## src/rtl/fetch_unit.sv

```systemverilog
// Instruction-fetch stage: owns the PC, fetches from imem, feeds IF/ID with a one-entry skid buffer.
// Optional bubble counter enabled by defining FETCH_BUBBLE_CNT_EN; otherwise bubble_cnt_o is tied to 0.
module fetch_unit #(
    parameter int                 ADDR_W   = 32,
    parameter logic [ADDR_W-1:0]  RESET_PC = '0
) (
    input  logic              clk_i,
    input  logic              rst_i,
    input  logic              stall_i,
    input  logic              branch_i,
    input  logic [ADDR_W-1:0] branch_addr_i,
    output logic              imem_req_o,
    output logic [ADDR_W-1:0] imem_addr_o,
    input  logic              imem_ack_i,
    input  logic [31:0]       imem_data_i,
    output logic [31:0]       instr_o,
    output logic [ADDR_W-1:0] adder_o,
    output logic              valid_o,
    output logic [31:0]       bubble_cnt_o
);

    typedef enum logic [1:0] {FETCH, HOLD, DRAIN} state_t;

    state_t            state, state_n;
    logic [ADDR_W-1:0] pc, pc_n;
    logic [ADDR_W-1:0] drain_addr, drain_addr_n;
    logic [31:0]       instr, instr_n;
    logic [ADDR_W-1:0] adder, adder_n;
    logic              valid, valid_n;
    logic [31:0]       skid_instr, skid_instr_n;
    logic [ADDR_W-1:0] skid_adder, skid_adder_n;
    logic [ADDR_W-1:0] pc_inc;
    logic [ADDR_W-1:0] target;
    logic              unused_addr_bits;

    assign pc_inc           = pc + ADDR_W'(4);
    assign target           = {branch_addr_i[ADDR_W-1:2], 2'b00};
    assign unused_addr_bits = ^branch_addr_i[1:0];

    always_ff @(posedge clk_i or negedge rst_i) begin
        if (!rst_i) begin
            state      <= FETCH;
            pc         <= RESET_PC;
            drain_addr <= '0;
            instr      <= '0;
            adder      <= '0;
            valid      <= 1'b0;
            skid_instr <= '0;
            skid_adder <= '0;
        end else begin
            state      <= state_n;
            pc         <= pc_n;
            drain_addr <= drain_addr_n;
            instr      <= instr_n;
            adder      <= adder_n;
            valid      <= valid_n;
            skid_instr <= skid_instr_n;
            skid_adder <= skid_adder_n;
        end
    end

    // Redirect wins over stall and over a same-cycle ack; an unacked request must be drained.
    always_comb begin
        state_n      = state;
        pc_n         = pc;
        drain_addr_n = drain_addr;
        instr_n      = instr;
        adder_n      = adder;
        valid_n      = valid;
        skid_instr_n = skid_instr;
        skid_adder_n = skid_adder;
        if (branch_i) begin
            pc_n         = target;
            instr_n      = '0;
            valid_n      = 1'b0;
            skid_instr_n = '0;
            skid_adder_n = '0;
            case (state)
                FETCH: begin
                    if (imem_ack_i) begin
                        state_n = FETCH;
                    end else begin
                        state_n      = DRAIN;
                        drain_addr_n = pc;
                    end
                end
                HOLD:    state_n = FETCH;
                DRAIN:   state_n = DRAIN;
                default: state_n = FETCH;
            endcase
        end else begin
            case (state)
                FETCH: begin
                    if (imem_ack_i) begin
                        pc_n = pc_inc;
                        if (stall_i) begin
                            skid_instr_n = imem_data_i;
                            skid_adder_n = pc_inc;
                            state_n      = HOLD;
                        end else begin
                            instr_n = imem_data_i;
                            adder_n = pc_inc;
                            valid_n = 1'b1;
                        end
                    end else if (!stall_i) begin
                        instr_n = '0;
                        valid_n = 1'b0;
                    end
                end
                HOLD: begin
                    if (!stall_i) begin
                        instr_n      = skid_instr;
                        adder_n      = skid_adder;
                        valid_n      = 1'b1;
                        skid_instr_n = '0;
                        skid_adder_n = '0;
                        state_n      = FETCH;
                    end
                end
                DRAIN: begin
                    instr_n = '0;
                    valid_n = 1'b0;
                    if (imem_ack_i) begin
                        state_n = FETCH;
                    end
                end
                default: state_n = FETCH;
            endcase
        end
    end

    // The request is gated by reset so it drops the moment reset asserts.
    assign imem_req_o  = rst_i && (state != HOLD);
    assign imem_addr_o = (state == DRAIN) ? drain_addr : pc;
    assign instr_o     = instr;
    assign adder_o     = adder;
    assign valid_o     = valid;

`ifdef FETCH_BUBBLE_CNT_EN
    logic [31:0] bubble_cnt;

    always_ff @(posedge clk_i or negedge rst_i) begin
        if (!rst_i) begin
            bubble_cnt <= '0;
        end else if (!valid_n && !stall_i && (bubble_cnt != 32'hFFFF_FFFF)) begin
            bubble_cnt <= bubble_cnt + 32'd1;
        end
    end

    assign bubble_cnt_o = bubble_cnt;
`else
    assign bubble_cnt_o = '0;
`endif

endmodule

```

## config.mk

```make
export PLATFORM = sky130hd
export DESIGN_NAME = fetch_unit
export DESIGN_NICKNAME = d
export VERILOG_FILES = /design/src/rtl/fetch_unit.sv
export SDC_FILE = /design/constraint.sdc
export NUM_CORES = 1
export LEC_CHECK = 0
export ABC_CLOCK_PERIOD_IN_PS = 3700
export CAP_MARGIN = 5
export CELL_PAD_IN_SITES_DETAIL_PLACEMENT = 1
export CELL_PAD_IN_SITES_GLOBAL_PLACEMENT = 2
export CORE_MARGIN = 3
export CORE_UTILIZATION = 34
export CTS_CLUSTER_DIAMETER = 30
export CTS_CLUSTER_SIZE = 28
export DETAILED_ROUTE_END_ITERATION = 10
export GPL_TIMING_DRIVEN = 0
export MAX_ROUTING_LAYER = met4
export PLACE_DENSITY_LB_ADDON = 0.1
export SETUP_SLACK_MARGIN = 0.2
export SYNTH_ARGS = -nofsm -noshare
export SYNTH_HDL_FRONTEND = slang
export SYNTH_SLANG_ARGS = --single-unit
```

## constraint.sdc

```tcl
create_clock -name clk_i -period 3.7 [get_ports clk_i]
set_input_delay 0.37 -clock clk_i [delete_from_list [all_inputs] [get_ports clk_i]]
set_output_delay 0.37 -clock clk_i [all_outputs]
set_load 0.01 [all_outputs]
```

==> impl_metrics.yaml, run 1 <==
synth:
  ys_ff_latch: 189
  syn-mean-instance-area_sq_um: 9.68
  ys_seq_area_frac: 0.492
  ys.flop_type: "dfrtp_1"
  yosysMostFrequentCell: "nand2_1"
  synth_top_area_frac: 0.492
  synth_edf_count: 0
  synthesis.area_sq_mm: 0.00961
  yosys-top-cells-area: "dfrtp_1, nand2_1, mux2_2, o21ai_0, mux2i_1"
  postSynthCellCount: 993
  ys_warn_count: 0
  ys_types: 48
  synth_top_area_cell: "dfrtp_1"
  synthArstFlopShare: 1.00
  synth_common_cells: "nand2_1, dfrtp_1, o21ai_0"
clocking:
  cts-buffers-inserted: 17
  cts.sinks: 189
  insertion_delay_ns: 0.45
  ctsLongestPathBuffers: 2
  tritoncts: "yes"
  htreeDepth: 4
  cts_root_buf: "clkbuf_16"
  path_clk_slew_ns: 0.07
  post_cts_buffers: 0
grt:
  grtUsageTotal: 0.202
  grt_pass1_wl_microns: 47200
  grt_max_degree: 112
  grt-ovfl-total: 0
  grt_pass1_vias: 8526
  antenna_found_initial: 0
die:
  coreArea_sq_mm: 0.0273
  die_x_microns: 174
  ioPinCount: 199
  die_h_microns: 174
  dieArea_sq_mm: 0.0303
  start_util: 0.352
  fp-row-count: 60
pwr:
  seqPwrFrac: 0.360
  power_density_mw_per_mm2: 661
  p_sw_mw: 2.98
  comb_power_share: 0.414
  clockPowerShare: 0.226
  power_leakage_nw: 5.29
  finalPower_mw: 8.21
  irDropWorstVdd_v: 0.000304
  switching_share: 0.363
  power.internal_mw: 5.22
drt:
  first_iter_violations: 368
  vias: 7804
  route.detailed.drc: 0
  wl_met1_microns: 13700
  drtAntennaViolNets: 0
  drt_wl_total_microns: 29500
  wl_met2_microns: 14400
  viasPerCell: 4.91
  wl_per_cell_microns: 18.6
  highest_layer: "met4"
  first_pass_iters: 4
  dr_wl_met3_microns: 993
final_layout:
  fill_cells: 3195
  multi_input_area_sq_mm: 0.00436
  fin_cells: 1590
  antennaDiodeCount: 0
  final_nets: 1279
  drive_gt1_frac: 0.142
  area_delta_synth_final_pct: 29.2
  final-seq-area_sq_mm: 0.00473
  finish.utilization: 0.454
setup_path:
  cpMostUsedCell: "clkbuf_1"
  cp-start-kind: "flip-flop"
  r2r_start: "state[0]"
  arrival_ns: 2.83
  path_class: "reg -> out"
  crit_path_max_fanout: 10
  end_kind: "output pin"
  crit_slowest_cell: "clkbuf_1"
  slowest_delay_ns: 0.48
  critPathBufInv: 5
  worstPathCellList: "inv_1, ha_1, clkbuf_1, clkbuf_1, clkbuf_2, nor2b_1, clkdlybuf4s50_1"
  cp.required_ns: 3.33
  critical_path.top_delay_family: "buffers and inverters"
  startpoint: "state[1]"
timing:
  rsz0062_at_grt: "false"
  skew_ns: 0.0175
  min_period_ns: 3.20
  report.final.slew_viol_count: 0
  fmax_mhz: 313
  worst_slew_pin_slew_ns: 0.979
  hold_ws_ns: 0.376
  fin_crit_sh: 0.864
  setup_viol: 0
  hold_viol: 0
  slew_headroom: 0.343
  setup_ws_ns: 0.503
worst_hold_path:
  hold_path.class: "in -> reg"
  hp-start: "stall_i"
placement:
  port_buffers: 159
  place_inst: 1558
  place.gp.congestion: 0.798
  dp_slack_ns: 0.638
  dp_hpwl_microns: 21700
run:
  max_cap_violations: 0
run_status:
  outcome: "completed"
state kept, by name (all words and copies together) (netlist names):
signal / cells
adder_o: 31
drain_addr: 30
instr_o: 32
pc: 30
skid_adder: 31
skid_instr: 32
state: 2
valid_o: 1
tightest hold or removal path: stages:
cell and delay [ns]:
clkbuf_1 0.20, nand2_1 0.11, a311oi_1 0.09
power by group through the flow:
| stage | Clock (mW) | Sequential, mW | Combinational (mW) |
|---|---|---|---|
| finish | 1.86 | 2.95 | 3.40 |
| global route | 1.99 | 3.03 | 3.73 |
| CTS | 1.90 | 2.96 | 3.46 |
| detailed placement | 0 | 3.00 | 3.44 |
| global placement | 0 | 2.97 | 3.40 |
| floorplan | 0 | 3.03 | 1.80 |
final timing paths:
path	endpoint	slack (ns)	cells past startpoint
max	imem_req_o	0.50	7
min in group asynchronous	instr_o[25]	0.48	2
max in group asynchronous	drain_addr[30]	2.22	3
min reg2reg	skid_adder[26]	0.48	2
min	valid_o	0.38	3
max reg2reg	adder_o[16]	0.96	9
kinds of logic after synthesis:
| group | share of synthesized area |
|---|---|
| simple gates | 0.158 |
| compound gates | 0.121 |
| flops | 0.492 |
| buf+inv | 0.0671 |
| mux | 0.107 |
| xor+xnor | 0.0492 |
| fa+ha+maj | 0.00521 |
| other cells | 0.000390 |
layout by cell type, fill, tap and decap left out, types with 9 or more instances in the layout:
cell,n
nor3_1,9
conb_1,34
mux2_2,59
nand2_1,198
clkbuf_1,48
buf_2,25
o21ai_0,106
dfrtp_1,189
mux2i_1,36
and3_1,12
nand3_1,24
o21ai_1,16
clkbuf_16,17
nor2_1,29
buf_4,37
xor2_1,35
clkdlybuf4s50_1,158
nand4_1,19
a21oi_1,18
o31ai_1,39
xnor2_1,19
layer usage:
metal | GRT usage | up-vias
met5 | - | -
met2 | 0.341 | 164
met3 | 0.0288 | 26
met1 | 0.255 | 3847
met4 | 0.0529 | 0
li1 | - | 3767
per-stage QoR:
stage | instance area, sq um | setup TNS [ns]
after global placement | 11800 | -1192.26
after detailed placement | 11800 | 0
after floorplan | 9730 | 0
final | 12400 | 0
after CTS | 12400 | 0
after global routing | 12400 | 0
final cells by class:
type / instances / share of cell area
Clock inverter: 14 / 0.0122
Inverter: 7 / 0.00212
Buffer: 117 / 0.0502
Multi-Input combinational cell: 713 / 0.351
Tap cell: 372 / 0.0375
Clock buffer: 17 / 0.0343
Timing Repair Buffer: 161 / 0.132
Sequential cell: 189 / 0.381
timing repair:
action,in CTS,in global routing
endpoints found under the setup margin,5,21
hold endpoints to repair,79,0
gates resized for setup,1,6
hold buffers,1,0
Power figures use the tool's default switching activity.
==> run 2: changes to the inputs <==
--- a/config.mk
+++ b/config.mk
@@ -9,7 +9,7 @@
 export CAP_MARGIN = 5
 export CELL_PAD_IN_SITES_DETAIL_PLACEMENT = 1
 export CELL_PAD_IN_SITES_GLOBAL_PLACEMENT = 2
-export CORE_MARGIN = 3
+export CORE_MARGIN = 4
 export CORE_UTILIZATION = 34
 export CTS_CLUSTER_DIAMETER = 30
 export CTS_CLUSTER_SIZE = 28
==> impl_metrics.yaml, run 2 (synthesis results as in run 1) <==
drt:
  vias: 7848
  viasPerCell: 4.91
  drt_wl_total_microns: 29700
  route.detailed.drc: 0
  first_iter_violations: 390
  first_pass_iters: 4
  drtAntennaViolNets: 0
  wl_per_cell_microns: 18.6
die:
  dieArea_sq_mm: 0.0310
  fp-row-count: 61
  die_x_microns: 176
  coreArea_sq_mm: 0.0279
  die_h_microns: 176
  start_util: 0.345
  ioPinCount: 199
worst_hold_path:
  hp-start: "stall_i"
  hold_path.class: "in -> reg"
clocking:
  post_cts_buffers: 0
  htreeDepth: 4
  cts-buffers-inserted: 17
  path_clk_slew_ns: 0.07
  cts.sinks: 189
  ctsLongestPathBuffers: 2
  cts_root_buf: "clkbuf_16"
  tritoncts: "yes"
  insertion_delay_ns: 0.45
placement:
  place.gp.congestion: 0.798
  place_area_sq_mm: 0.0118
  port_buffers: 159
  dp_hpwl_microns: 21800
  place_inst: 1564
timing:
  min_period_ns: 3.19
  skew_ns: 0.0197
  hold_viol: 0
  slew_headroom: 0.266
  rsz0062_at_grt: "false"
  fmax_mhz: 314
  fin_crit_sh: 0.861
  worst_slew_pin_slew_ns: 1.09
  hold_ws_ns: 0.391
  setup_viol: 0
  report.final.slew_viol_count: 0
final_layout:
  drive_gt1_frac: 0.142
  postLayoutCellArea_sq_mm: 0.0124
  fin_cells: 1597
  antennaDiodeCount: 0
  final_cell_mix: "nand2_1, dfrtp_1, clkdlybuf4s50_1"
  final_nets: 1279
  final_common_cell: "nand2_1"
  area_delta_synth_final_pct: 29.2
grt:
  grt_max_degree: 103
  grt_pass1_vias: 8251
  grt-ovfl-total: 0
  grtUsageTotal: 0.198
  grt_pass1_wl_microns: 47300
  antenna_found_initial: 0
pwr:
  power_density_mw_per_mm2: 659
  irDropWorstVdd_v: 0.000263
  finalPower_mw: 8.18
  power_leakage_nw: 5.29
setup_path:
  cp.required_ns: 3.33
  cp-start-kind: "flip-flop"
  startpoint: "state[1]"
  path_class: "reg -> out"
  arrival_ns: 2.82
  r2r_start: "state[0]"
  end_kind: "output pin"
  crit_path_max_fanout: 10
run:
  max_cap_violations: 0
run_status:
  outcome: "completed"
==> run 2: changes by cell type in the layout (fill, tap and decap cells not counted), sizes merged <==
cell      delta
bufinv       -1
clkbuf       +2
clkinv       +1
clkinvlp     -2
inv          +1
==> run 2: worst max-delay path: stages, from the launching register on <==
cell             delay [ns]
dfrtp_1                0.38
inv_1                  0.10
ha_1                   0.15
clkbuf_1               0.33
clkbuf_1               0.49
clkbuf_2               0.37
nor2b_1                0.08
clkdlybuf4s50_1        0.48
==> run 2: metal layers <==
layer  vias to the layer above  share of wire  track usage
met5                         -              0            -
met3                        24          0.033       0.0274
met2                       152           0.48        0.323
li1                       3775              -            -
met4                         0          0.011       0.0409
met1                      3897           0.47        0.267
==> run 2: final timing paths <==
check	end	slack [ns]	depth (start not counted)
worst max-delay path	imem_req_o	0.51	7
worst min-delay path	valid_o	0.39	3
worst max register to register	adder_o[14]	0.95	9
worst min register to register	instr_o[22]	0.48	2
max in group asynchronous	pc[11]	2.19	3
min in group asynchronous	instr_o[23]	0.55	2
==> run 2: area by class of cell <==
cell class | instances | area [sq um]
clock inverter | 13 | 120
timing repair buffer | 161 | 1630
fill | 3188 | 15400
inverter | 7 | 26.3
sequential | 189 | 4730
buffer | 117 | 622
multi-input combinational | 713 | 4360
tap | 378 | 473
clock buffer | 19 | 453
==> run 2: stage by stage <==
step	setup TNS (ns)	utilization	setup WS (ns)
6_report	0	0.446	0.514
5_1_grt	0	0.446	0.342
4_1_cts	0	0.446	0.243
3_5_place_dp	0	0.425	0.656
3_3_place_gp	-1188.45	0.423	-6.28
2_1_floorplan	0	-	1.73
==> run 2: where the power goes <==
group | internal [mW] | switching [mW] | total (mW) | leakage (nW)
registers | 2.63 | 0.324 | 2.95 | 2.43
logic | 1.64 | 1.75 | 3.38 | 2.58
clock network | 0.929 | 0.911 | 1.84 | 0.287
total | 5.20 | 2.98 | 8.18 | 5.29
==> run 2: what timing repair did <==
item	in CTS	in global routing
hold buffers	1	0
setup endpoints to repair	5	21
endpoints found under the hold margin	5	0
gates resized for setup	1	4
